--- src/rtl/ttl_latch_write_sched.sv ---
// Write scheduler sharing one 74175-style quad latch between N_REQ requesters.
// Define LATCH_SCHED_FIXED_PRIO_EN for fixed lowest-index-wins priority (default: round-robin).
module ttl_latch_write_sched #(
    parameter int N_REQ      = 4,
    parameter int CEN_LOW    = 2,
    parameter int CEN_HIGH   = 2,
    parameter int CLR_CYCLES = 4
) (
    input  logic               Clk,
    input  logic               Reset,
    input  logic [N_REQ-1:0]   req,
    input  logic [4*N_REQ-1:0] req_data,
    input  logic               clr_req,
    output logic [N_REQ-1:0]   ack,
    output logic               busy,
    output logic [3:0]         latch_d,
    output logic               latch_cen,
    output logic               latch_clr_n
);

    localparam int MAX_A   = (CEN_LOW > CEN_HIGH) ? CEN_LOW : CEN_HIGH;
    localparam int MAX_CNT = (MAX_A > CLR_CYCLES) ? MAX_A : CLR_CYCLES;
    localparam int CNT_W   = $clog2(MAX_CNT) + 1;
    localparam int IDX_W   = (N_REQ > 1) ? $clog2(N_REQ) : 1;

    typedef enum logic [2:0] {CLEAR, IDLE, SETUP, STROBE, ACK} state_t;

    state_t             state;
    logic [CNT_W-1:0]   cnt;
    logic [IDX_W-1:0]   cur;
    logic [IDX_W-1:0]   win;
    logic [3:0]         wdata;
    logic [N_REQ-1:0]   cur_onehot;
    logic               clr_pend;

`ifdef LATCH_SCHED_FIXED_PRIO_EN
    // Descending scan so the lowest requesting index is the final assignment.
    always_comb begin
        win = '0;
        for (int i = N_REQ - 1; i >= 0; i--)
            if (req[i]) win = IDX_W'(i);
    end
`else
    logic [IDX_W-1:0] ptr;

    // Scan the search order backwards so the first hit after ptr wins.
    always_comb begin
        int idx;
        win = '0;
        idx = 0;
        for (int k = N_REQ; k >= 1; k--) begin
            idx = (int'(ptr) + k) % N_REQ;
            if (req[IDX_W'(idx)]) win = IDX_W'(idx);
        end
    end
`endif

    always_comb begin
        wdata = '0;
        for (int i = 0; i < N_REQ; i++)
            if (IDX_W'(i) == win) wdata = req_data[4*i +: 4];
    end

    always_comb begin
        cur_onehot = '0;
        cur_onehot[cur] = 1'b1;
    end

    always_ff @(posedge Clk or posedge Reset) begin
        if (Reset) begin
            state       <= CLEAR;
            cnt         <= '0;
            cur         <= '0;
`ifndef LATCH_SCHED_FIXED_PRIO_EN
            ptr         <= IDX_W'(N_REQ - 1);
`endif
            clr_pend    <= 1'b0;
            ack         <= '0;
            busy        <= 1'b1;
            latch_d     <= '0;
            latch_cen   <= 1'b1;
            latch_clr_n <= 1'b0;
        end else begin
            ack <= '0;
            case (state)
                CLEAR: begin
                    if (clr_req) clr_pend <= 1'b1;
                    if (cnt == CNT_W'(CLR_CYCLES - 1)) begin
                        state       <= IDLE;
                        cnt         <= '0;
                        busy        <= 1'b0;
                        latch_clr_n <= 1'b1;
                    end else begin
                        cnt <= cnt + 1'b1;
                    end
                end
                IDLE: begin
                    if (clr_req || clr_pend) begin
                        state       <= CLEAR;
                        clr_pend    <= 1'b0;
                        cnt         <= '0;
                        busy        <= 1'b1;
                        latch_clr_n <= 1'b0;
                    end else if (|req) begin
                        state     <= SETUP;
                        cur       <= win;
`ifndef LATCH_SCHED_FIXED_PRIO_EN
                        ptr       <= win;
`endif
                        latch_d   <= wdata;
                        latch_cen <= 1'b0;
                        cnt       <= '0;
                        busy      <= 1'b1;
                    end
                end
                SETUP: begin
                    if (clr_req) clr_pend <= 1'b1;
                    if (cnt == CNT_W'(CEN_LOW - 1)) begin
                        state     <= STROBE;
                        latch_cen <= 1'b1;   // rising edge: latch loads latch_d
                        cnt       <= '0;
                    end else begin
                        cnt <= cnt + 1'b1;
                    end
                end
                STROBE: begin
                    if (clr_req) clr_pend <= 1'b1;
                    if (cnt == CNT_W'(CEN_HIGH - 1)) begin
                        state <= ACK;
                        ack   <= cur_onehot;
                        cnt   <= '0;
                    end else begin
                        cnt <= cnt + 1'b1;
                    end
                end
                ACK: begin
                    if (clr_req || clr_pend) begin
                        state       <= CLEAR;
                        clr_pend    <= 1'b0;
                        cnt         <= '0;
                        latch_clr_n <= 1'b0;
                    end else begin
                        state <= IDLE;
                        busy  <= 1'b0;
                    end
                end
                default: begin
                    state       <= CLEAR;
                    cnt         <= '0;
                    busy        <= 1'b1;
                    latch_cen   <= 1'b1;
                    latch_clr_n <= 1'b0;
                end
            endcase
        end
    end

endmodule

--- config.mk ---
export PLATFORM = sky130hd
export DESIGN_NAME = ttl_latch_write_sched
export DESIGN_NICKNAME = d
export VERILOG_FILES = /design/src/rtl/ttl_latch_write_sched.sv
export SDC_FILE = /design/constraint.sdc
export NUM_CORES = 1
export LEC_CHECK = 0
export ABC_AREA = 1
export BUFFER_PORTS_ARGS = -buffer_cell sky130_fd_sc_hd__buf_2
export CAP_MARGIN = 40
export CORE_MARGIN = 1.5
export CORE_UTILIZATION = 53
export CTS_CLUSTER_DIAMETER = 40
export DETAILED_ROUTE_END_ITERATION = 12
export PLACE_DENSITY = 0.79
export SLEW_MARGIN = 25
export SYNTH_ARGS = -nofsm -noshare
export SYNTH_HDL_FRONTEND = slang
export SYNTH_SLANG_ARGS = --single-unit
--- constraint.sdc ---
create_clock -name Clk -period 1.8 [get_ports Clk]
set_input_delay 0.09 -clock Clk [delete_from_list [all_inputs] [get_ports Clk]]
set_output_delay 0.09 -clock Clk [all_outputs]
set_load 0.005 [all_outputs]
# == Yosys cells after proc, flatten, opt, wreduce, memory -nomap -nowiden ==
# Index checks and enable logic that the tools add are counted.
# totals
reg_bits,22
wordCells,111
out_inout_bits,11
# op_classes
bitwise,3
n_addsub,5
n_eq_ne,19
reduce_logical,17
muxes,51
magnitude_cmp,6
# op_table
operator,count
$mux 3,10
$mux 4,6
$mux 1,20
$lt 2x4->1 const B,4
$pmux 3 s5,1
$ne 2x2->1 const B,7
$pmux 3 s4,1
$reduce_and 4->1,3
$eq 3x2->1 const B,3
$reduce_and 3->1,3
$bmux 1 s2,4
$mux 2,4
$eq 3x1->1 const B,2
$pmux 1 s3,2
$reduce_or 3->1,2
$add 2x1->2 const B,2
$add 2x2->2 const B,2
$eq 2x2->1 const A,2
$ne 2x1->1 const B,2
$pmux 1 s4,1
$reduce_or 2->1,2
$reduce_or 4->1,1
$add 3x1->3 const B,1
$eq 3x3->1 const B,1
other kinds (13),15

# == Longest topological paths before layout ==
# Gate-level depths: netlist of run 1.
# logic_depth
word_depth,13
ltp_mapped,15
depth_no_buf,14

# == Worst setup path after synthesis of run 1 ==
# No wires, ideal clock.
# synth_path
kind,flip-flop to flip-flop
startpoint,register ptr[0]
endpoint,register latch_d[0]
required_ns,1.684
path_slack_ns,0.163
arrival_time_ns,1.520
period_less_slack_ns,1.637
setup_ns,0.116
stages_incl_launch_ff,15
cell_sequence,dfstp_2 -> buf_6 -> nand2_1 -> o21ai_2 -> nand2_1 -> nand2_1 -> nand2_2 -> nand2_2 -> nand2_4 -> nand2_8 -> nand2_4 -> o21ai_2 -> inv_1 -> nand2_1 -> nand2_1
# synth_between
elab_chain_cells,13
word_cells_on_any_way,28
# synth_rtl
element,line_no,rtl
from (decl),44,logic [IDX_W-1:0] ptr;
from (signal assigned),75,ptr <= IDX_W'(N_REQ - 1);
from (signal assigned),108,ptr <= win;
$add 2x1->2,52,idx = (int'(ptr) + k) % N_REQ;
$bmux 1 s2,53,if (req[IDX_W'(idx)]) win = IDX_W'(idx);
$mux 1 (not written as such) (2 in series),53,
$mux 2 (3 in series),53,
$mux 2 (*),53,
$logic_not 2->1,61,if (IDX_W'(i) == win) wdata = req_data[4*i +: 4];
$mux 4 (3 in series),61,
$mux 4 (*),61,
to (signal assigned),110,latch_d <= wdata;
to (decl),16,"output logic [3:0] latch_d,"
# Every way passes the cells marked *; elsewhere a longest branch is shown, timed or not. The select of a mux whose other input is x is not followed.
# A chain may end at the register's enable or synchronous reset.

# == Worst setup path after layout of run 1 ==
# layout_path
startpoint,register ptr[0]
endpoint,register latch_d[1]
# The elaborated chain is that of the path after synthesis.

==> results of run 1 <==
[logic make-up after synthesis]
group,synth area share
buf+inv,0.1037
compound gates,0.1272
fa+ha+maj,0.04355
flops,0.3868
simple gates,0.3388
[state kept, by name (all words and copies together) (netlist names)]
register     cells
latch_cen        1
latch_d          4
busy             1
cnt              3
state            3
cur              2
clr_pend         1
ack              4
ptr              2
latch_clr_n      1
[metal layers]
| metal | vias up | global-route usage | wire length [um] |
|---|---|---|---|
| met3 | 5 | 0.05376 | 140 |
| met5 | - | 0 | 0 |
| met2 | 41 | 0.4167 | 1897 |
| li1 | 704 | - | - |
| met4 | 0 | 0.05691 | 40 |
| met1 | 653 | 0.2658 | 1387 |
[per-stage QoR]
stage,utilization,power [mW]
final,0.7331,3.470
after global routing,0.7331,3.759
after CTS,0.6830,3.080
after detailed placement,0.6533,2.741
after global placement,0.6533,2.665
after floorplan,-,2.340
[where the power goes]
part | total [mW] | switching, mW | internal [mW] | leakage (nW)
registers | 0.921 | 0.201 | 0.720 | 0.275
logic | 2.32 | 1.40 | 0.913 | 0.707
clock network | 0.233 | 0.147 | 0.0867 | 0.0150
total | 3.47 | 1.75 | 1.72 | 0.997
[worst paths after layout]
kind | startpoint | end | depth (start not counted) | slack, ps
min in group asynchronous | Reset | ack[0] | 3 | 250
worst max-delay path | ptr[0] | latch_d[1] | 13 | -90
worst min register to register | cur[0] | ack[2] | 1 | 470
worst min-delay path | req_data[12] | latch_d[0] | 5 | 70
max in group asynchronous | Reset | ptr[0] | 4 | 990
worst max register to register | ptr[0] | latch_d[1] | 13 | -90
[worst max-delay path, cell delays in order, from the launching register on]
cell,delay [ps]
dfstp_4,730
nand2_1,110
nand3_2,90
nand2_1,60
inv_1,60
nand2_2,80
nand2_2,80
nand2_4,90
nand2_8,100
nand2_4,70
o21ai_2,120
inv_1,50
nand2_1,70
nand2_1,60
[area by class of cell]
type / count / share of cell area
sequential: 22 / 0.3024
tap: 30 / 0.02030
inverter: 32 / 0.07037
multi-input combinational: 132 / 0.4533
timing repair buffer: 44 / 0.1394
clock buffer: 4 / 0.01421
[synth_stat cells, types with 3 or more instances]
master    n
dfstp_2   4
o21ai_0   9
nand4_1   5
dfrtp_1  18
a21oi_1   3
nand3_1  15
o21ai_1   3
o21ai_2   5
a31oi_1   3
nand2_2  11
inv_2     3
ha_1      5
inv_1    28
nor2_1   11
nand2_1  43
nor4_1    4
[repair_timing]
action                     in CTS  in global routing
pin swaps                       5                 11
hold buffers                    1                  0
gates cloned                    0                  1
setup endpoints to repair       3                  7
resized for setup               4                 24
hold endpoints to repair        8                  0
setup buffers                   3                  3
==> results by group, run 1 <==
Status
  – Status: complete, but fails checks
  – Failing checks: setup timing

Routing
  – Routed vias: 1403
  – Routed WL per cell: 13.13 um
  – Residual DRC count: 0
  – DRT iter0 DRCs: 28
  – Vias per cell: 5.314
  – Antenna-violating nets left: 0
  – DR pass1 iterations: 4
  – Total Wirelength: 3.465 mm

Yosys
  – Largest area contributor in the netlist: dfrtp_1
  – Cell count after synthesis: 188
  – Syn nets: 216
  – Syn Std Cell Area: 1436 sq um
  – Post-synthesis async set-or-reset flop share: 1.000
  – Register area share after synthesis: 0.3868
  – Synth unique cells: 30
  – Top cell type's share of synthesized area: 0.3136
  – #FFs+latches synth: 22
  – Ranking of synthesized cells by area: dfrtp_1, nand2_1, dfstp_2, inv_1, nand3_1
  – Syn_area_per_cell: 7.640 sq um
  – EDFF count, synth: 0
  – Synth Flop Type: dfrtp_1
  – Yosys Warn Count: 0

STA
  – RSZ-0062 raised after global routing: yes
  – Fin. max-slew vios: 0
  – Minimum clock period: 1895 ps
  – Slew @ Worst Pin: 408.8 ps
  – Hold_ws: 71.03 ps
  – Final hold vios: 0
  – Finish-stage setup viols: 4
  – Setup_tns: -275.3 ps
  – Clock skew: 4.046 ps
  – Slew margin rel.: 0.7262
  – Final Cycle Share: 1.053
  – FMAX: 527.8 MHz
  – Worst setup margin: -94.82 ps

Final layout
  – Fin nets: 263
  – Non-Filler Instances: 264
  – Fill count: 191
  – Synth-to-Final Area Change: 28.75%
  – Final instance area: 1849 sq um
  – ANT cells: 0
  – Most frequent cells in the layout: nand2_1, buf_2, inv_1
  – Layout cells sized above 1: 0.3974
  – Storage cell area: 559.3 sq um
  – Area of the multi-input gates: 838.3 sq um

Power and ir drop
  – Leakage: 0.9973 nW
  – Pwr/cell area: 1876 nW/um^2
  – Worst VDD drop: 1670 uV

Placed design
  – HPWL after DPL: 2.513 mm
  – Final GP Congestion: 0.8200
  – I/O Buffers: 33
  – Dpl cells: 252
  – DP Area: 1648 sq um
  – Post-Place Setup Slack: -39.15 ps

Clock tree
  – CTS tree: built
  – Clock Latency Late Sink: 310 ps
  – CTS Buf Count: 3
  – Clk Tree Root Cell: clkbuf_4
  – CTS H-Tree Depth: 1
  – Maximum buffer depth of the clock tree: 2
  – CTS sink count: 22
  – Clock transition at path regs: 120 ps

Global route
  – Largest net degree at the start of global routing: 15
  – Initial antenna violation count: 0
  – Gr ovfl total: 0
  – Number of global-route vias before repair: 1216
  – Global-route wire length before repair: 4.912 mm
  – GRT Total Usage: 0.2277

Floorplanning
  – IO Count: 34
  – Die Wd: 55.06 um
  – Die area: 3032 sq um
  – Core Area: 2522 sq um
  – Die height: 55.06 um
  – Row count: 18
  – Initial Util: 0.5694

Worst setup path
  – Arr. time, crit path: 2110 ps
  – CP Class: reg -> reg
  – Crit end category: register
  – Crit path launch type: register
  – Crit Path Max Fanout: 8
  – WP data required: 2010 ps

Flow run
  – Total of max-cap violations: 0

Worst hold path
  – Min-delay worst type: in -> reg
No activity file was read; power rests on OpenSTA's default activity.
==> inputs of run 2 (changes only) <==
--- a/config.mk
+++ b/config.mk
@@ -5,11 +5,10 @@
 export SDC_FILE = /design/constraint.sdc
 export NUM_CORES = 1
 export LEC_CHECK = 0
-export ABC_AREA = 1
 export BUFFER_PORTS_ARGS = -buffer_cell sky130_fd_sc_hd__buf_2
 export CAP_MARGIN = 40
 export CORE_MARGIN = 1.5
-export CORE_UTILIZATION = 53
+export CORE_UTILIZATION = 52
 export CTS_CLUSTER_DIAMETER = 40
 export DETAILED_ROUTE_END_ITERATION = 12
 export PLACE_DENSITY = 0.79
==> results by group, run 2 <==
Yosys
  – Synth unique cells: 35
  – Post-synthesis async set-or-reset flop share: 1.000
  – Top cell type's share of synthesized area: 0.3482
  – Cell count after synthesis: 143
  – Most common cell in the netlist: nor2_1
  – Ranking of synthesized cells by area: dfrtp_1, dfstp_2, nor2_1, ha_1, a211oi_1
  – Syn nets: 171
  – EDFF count, synth: 0
  – Register area share after synthesis: 0.4294
  – Yosys Warn Count: 0
  – Largest area contributor in the netlist: dfrtp_1
  – Syn_area_per_cell: 9.047 sq um
  – Synth Flop Type: dfrtp_1
  – Syn Std Cell Area: 1294 sq um
  – #FFs+latches synth: 22
  – Top post-synthesis cells by count: nor2_1, dfrtp_1, inv_1

Floorplanning
  – Row count: 17
  – Die area: 2796 sq um
  – Die Wd: 52.88 um
  – Die height: 52.88 um
  – IO Count: 34
  – Core Area: 2276 sq um
  – Initial Util: 0.5684

Worst setup path
  – Reg2Reg Depth: 5
  – Crit path launch type: register
  – Arr. time, crit path: 2060 ps
  – Worst R2R End: latch_d[0]
  – Crit Path Max Fanout: 3
  – Reg2reg start: clr_pend
  – WP data required: 2010 ps
  – Crit end category: register
  – CP Class: reg -> reg
  – R2R Setup Slk: -50 ps

Global route
  – Number of global-route vias before repair: 1104
  – Global-route wire length before repair: 4.795 mm
  – Initial antenna violation count: 0
  – Largest net degree at the start of global routing: 23
  – Gr ovfl total: 0
  – GRT Total Usage: 0.2355

Clock tree
  – CTS Buf Count: 3
  – Clock Latency Late Sink: 300 ps
  – CTS sink count: 22
  – Maximum buffer depth of the clock tree: 2
  – Clk Tree Root Cell: clkbuf_4
  – Clock transition at path regs: 110 ps
  – CTS tree: built
  – CTS H-Tree Depth: 1

Routing
  – Residual DRC count: 0
  – DR pass1 iterations: 4
  – Antenna-violating nets left: 0
  – Routed vias: 1184
  – Total Wirelength: 2.891 mm
  – Routed WL per cell: 13.20 um
  – Vias per cell: 5.406
  – DRT iter0 DRCs: 37

Final layout
  – Storage cell area: 555.5 sq um
  – Final Util: 0.7306
  – Final instance area: 1663 sq um
  – ANT cells: 0
  – Fill count: 167
  – Area of the multi-input gates: 695.7 sq um
  – Synth-to-Final Area Change: 28.53%
  – Commonest non-fill, non-tap cell in the layout: buf_2
  – Fin nets: 220
  – Biggest regs: ack: 4 flops, latch_d: 4 flops
  – Layout cells sized above 1: 0.3665
  – Most frequent cells in the layout: buf_2, nor2_1, dfrtp_1

STA
  – FMAX: 540.6 MHz
  – Worst setup margin: -49.83 ps
  – Finish-stage setup viols: 2
  – Slew @ Worst Pin: 435.7 ps
  – Slew margin rel.: 0.7087
  – Hold_ws: 68.34 ps
  – Setup_tns: -94.54 ps
  – Final Cycle Share: 1.028
  – RSZ-0062 raised after global routing: yes
  – Final hold vios: 0
  – Fin. max-slew vios: 0
  – Minimum clock period: 1850 ps
  – Clock skew: 1.635 ps

Placed design
  – DP Area: 1585 sq um
  – I/O Buffers: 33
  – HPWL after DPL: 2.206 mm
  – Final GP Congestion: 0.7930
  – Post-Place Setup Slack: -43.20 ps

Power and ir drop
  – Leakage: 0.8290 nW
  – Worst VDD drop: 940.2 uV
  – Pwr/cell area: 1381 nW/um^2

Status
  – Failing checks: setup timing
  – Status: complete, but fails checks

Worst hold path
  – Hold Path Cell Cnt: 3
  – Hold EP: clr_pend
  – Min-delay worst type: in -> reg
  – Hold_sp: clr_req

Flow run
  – Total of max-cap violations: 0
run 2: final cells by class:
| class | count | share of cell area |
|---|---|---|
| Inverter | 14 | 0.03160 |
| Sequential cell | 22 | 0.3341 |
| Multi-Input combinational cell | 103 | 0.4184 |
| Tap cell | 28 | 0.02107 |
| Timing Repair Buffer | 48 | 0.1731 |
| Clock buffer | 4 | 0.02182 |
run 2: report_power, final:
| group | switching [mW] | internal [mW] |
|---|---|---|
| Combinational | 0.556 | 0.599 |
| Clock | 0.143 | 0.124 |
| Sequential | 0.157 | 0.717 |
run 2: kinds of logic (layout without fill, tap and decap cells):
logic type | after synthesis | after routing | synth area share
fa+ha+maj | 5 | 5 | 0.04836
simple gates | 51 | 51 | 0.2002
flops | 22 | 22 | 0.4294
buf+inv | 18 | 66 | 0.05319
compound gates | 40 | 40 | 0.2108
mux | 7 | 7 | 0.05803
run 2: through the flow:
step	power (mW)	instances
2_1_floorplan	1.577	143
3_3_place_gp	1.937	214
3_5_place_dp	1.981	214
4_1_cts	2.259	219
5_1_grt	2.501	219
6_report	2.296	219
run 2: worst max-delay path by stage:
stage / start / slack [ps] / to
after CTS: clr_pend / -60 / latch_d[0]
after global placement: clr_pend / 20 / latch_d[2]
after global routing: clr_pend / -90 / latch_d[2]
after floorplan: clr_pend / -130 / latch_d[0]
after detailed placement: clr_pend / -40 / latch_d[0]
final: clr_pend / -50 / latch_d[0]
run 2: what timing repair did:
| item | CTS | global route |
|---|---|---|
| setup endpoints to repair | 4 | 4 |
| hold endpoints to repair | 18 | 0 |
| pin swaps | 1 | 4 |
| hold buffers | 1 | 0 |
| buffers inserted | 0 | 0 |
| gates resized for setup | 0 | 9 |
run 2: per-layer routing:
metal / up-vias / track usage / share of wire
met3: 5 / 0.05085 / 0.049
met2: 35 / 0.3958 / 0.49
met4: 0 / 0.04274 / 0.0059
met5: - / 0 / 0
li1: 596 / - / -
met1: 548 / 0.3150 / 0.45
run 2: critical path, stage by stage (launching register included):
cell and delay, ps:
dfrtp_1 400, or3_4 390, nor3b_4 200, or3b_4 410
a211o_1 240, o211a_1 110
==> inputs of run 3 (changes only) <==
--- a/config.mk
+++ b/config.mk
@@ -7,11 +7,11 @@
 export LEC_CHECK = 0
 export BUFFER_PORTS_ARGS = -buffer_cell sky130_fd_sc_hd__buf_2
 export CAP_MARGIN = 40
-export CORE_MARGIN = 1.5
+export CORE_MARGIN = 3
 export CORE_UTILIZATION = 52
 export CTS_CLUSTER_DIAMETER = 40
 export DETAILED_ROUTE_END_ITERATION = 12
-export PLACE_DENSITY = 0.79
+export PLACE_DENSITY = 0.87
 export SLEW_MARGIN = 25
 export SYNTH_ARGS = -nofsm -noshare
 export SYNTH_HDL_FRONTEND = slang
==> results by group, run 3 (synthesis gave the netlist of run 2 again) <==
Global route
  – Global-route wire length before repair: 5.547 mm
  – Largest net degree at the start of global routing: 23
  – Gr ovfl total: 0
  – GRT Total Usage: 0.2261
  – Number of global-route vias before repair: 1228
  – Initial antenna violation count: 0

Routing
  – M1 WL: 1.250 mm
  – DR pass1 iterations: 4
  – Routed vias: 1287
  – Uppermost layer routed: met4
  – Vias per cell: 5.850
  – Metal2 WL: 1.679 mm
  – DRT iter0 DRCs: 59
  – Residual DRC count: 0
  – Metal3 WL: 256 um
  – Routed WL per cell: 15.07 um
  – Total Wirelength: 3.316 mm
  – Antenna-violating nets left: 0

Clock tree
  – Clk Tree Root Cell: clkbuf_4
  – Clock transition at path regs: 120 ps
  – CTS Buf Count: 3
  – CTS tree: built
  – Maximum buffer depth of the clock tree: 2
  – CTS H-Tree Depth: 1
  – CTS sink count: 22
  – Clock Latency Late Sink: 310 ps

Worst setup path
  – Worst R2R End: latch_d[0]
  – CP Class: reg -> reg
  – Reg2reg start: clr_pend
  – Arr. time, crit path: 2050 ps
  – Crit path launch type: register
  – WP data required: 2020 ps
  – Buf+Inv Stages, Crit Path: 0
  – Crit end category: register
  – Beginning of the critical path: clr_pend
  – Largest stage delay, worst path: 410 ps
  – CP max stage cell: or3b_4
  – Crit Path Max Fanout: 3
  – R2R Setup Slk: -30 ps
  – Top delay family on crit path: simple AND/OR/NAND/NOR gates
  – Reg2Reg Depth: 5
  – Critical-path cell list: or3_4 > nor3b_4 > or3b_4 > a211o_1 > o211a_1

Final layout
  – Layout cells sized above 1: 0.3542
  – Area of the multi-input gates: 676.9 sq um
  – Fill count: 156
  – ANT cells: 0
  – Most frequent cells in the layout: buf_2, nor2_1, dfrtp_1
  – Synth-to-Final Area Change: 28.63%
  – Final instance area: 1664 sq um
  – Storage cell area: 555.5 sq um
  – Biggest regs: ack: 4 flops, latch_d: 4 flops
  – Non-Filler Instances: 220
  – Fin nets: 221
  – Commonest non-fill, non-tap cell in the layout: buf_2

STA
  – Worst setup margin: -31.04 ps
  – FMAX: 546.1 MHz
  – Slew @ Worst Pin: 586.8 ps
  – Minimum clock period: 1831 ps
  – Slew margin rel.: 0.6076
  – Finish-stage setup viols: 3
  – Final Cycle Share: 1.017
  – Fin. max-slew vios: 0
  – RSZ-0062 raised after global routing: yes
  – Final hold vios: 0
  – Setup_tns: -42.32 ps
  – Clock skew: 4.459 ps

Power and ir drop
  – Worst VDD drop: 1062 uV
  – Pwr/cell area: 1407 nW/um^2
  – Tot Pwr: 2.342 mW
  – Leakage: 0.8357 nW

Worst hold path
  – Hold Path Cell Cnt: 3
  – Hold EP: clr_pend
  – Min-delay worst type: in -> reg
  – Hold_sp: clr_req

Placed design
  – Dpl cells: 211
  – HPWL after DPL: 2.504 mm
  – DP Area: 1563 sq um
  – Final GP Congestion: 0.8334
  – I/O Buffers: 33

Floorplanning
  – Row count: 17
  – Die height: 55.88 um
  – Die area: 3123 sq um
  – Core Area: 2276 sq um
  – IO Count: 34
  – Die Wd: 55.88 um
  – Initial Util: 0.5684

Flow run
  – Total of max-cap violations: 0

Status
  – Failing checks: setup timing
  – Status: complete, but fails checks
-- run 3: cell types whose count changed in the layout (fill, tap and decap cells not counted), sizes merged --
cell	previous run	this run
buf	47	48
-- run 3: per-stage QoR --
stage | util | setup WS, ps | hold WS, ps
2_1_floorplan | - | -129.4 | 76.26
3_3_place_gp | 0.6866 | 19.12 | 271.8
3_5_place_dp | 0.6866 | -45.71 | 281.8
4_1_cts | 0.7103 | -5.219 | 59.81
5_1_grt | 0.7312 | -69.45 | 78.46
6_report | 0.7312 | -31.04 | 60.60
-- run 3: where the power goes --
part | leakage [nW] | switching [mW] | internal [mW]
Clock | 0.0210 | 0.153 | 0.124
Combinational | 0.547 | 0.589 | 0.599
Sequential | 0.268 | 0.161 | 0.716
Total | 0.836 | 0.902 | 1.44
-- run 3: worst reg2reg max path, delay by kind of cell, from the launching register on --
kind            cells  cell delay (ps)
simple gates        3              970
flops               1              400
compound gates      2              360
-- run 3: worst max path at each step --
stage / depth (start not counted) / endpoint / slack [ps]
finish: 5 / latch_d[0] / -30
global route: 6 / latch_d[1] / -70
CTS: 5 / latch_d[0] / -5
detailed placement: 6 / latch_d[3] / -50
global placement: 5 / latch_d[2] / 20
floorplan: 5 / latch_d[0] / -130
-- run 3: layout make-up --
class                      count  share of cell area
clock buffer                   4             0.02180
sequential                    22              0.3338
timing repair buffer          49              0.1850
multi-input combinational    103              0.4068
inverter                      14             0.03158
tap                           28             0.02105
-- run 3: what timing repair did --
| action | 4_1_cts | 5_1_grt |
|---|---|---|
| hold buffers | 1 | 0 |
| pin swaps | 2 | 1 |
| hold endpoints to repair | 18 | 0 |
| buffers inserted | 1 | 2 |
| gates resized for setup | 1 | 3 |
| endpoints found under the setup margin | 4 | 4 |
-- run 3: per-layer routing --
metal / track usage / vias up
li1: - / 595
met1: 0.2655 / 600
met2: 0.3936 / 75
met3: 0.04408 / 17
met4: 0.1085 / 0
met5: 0 / -
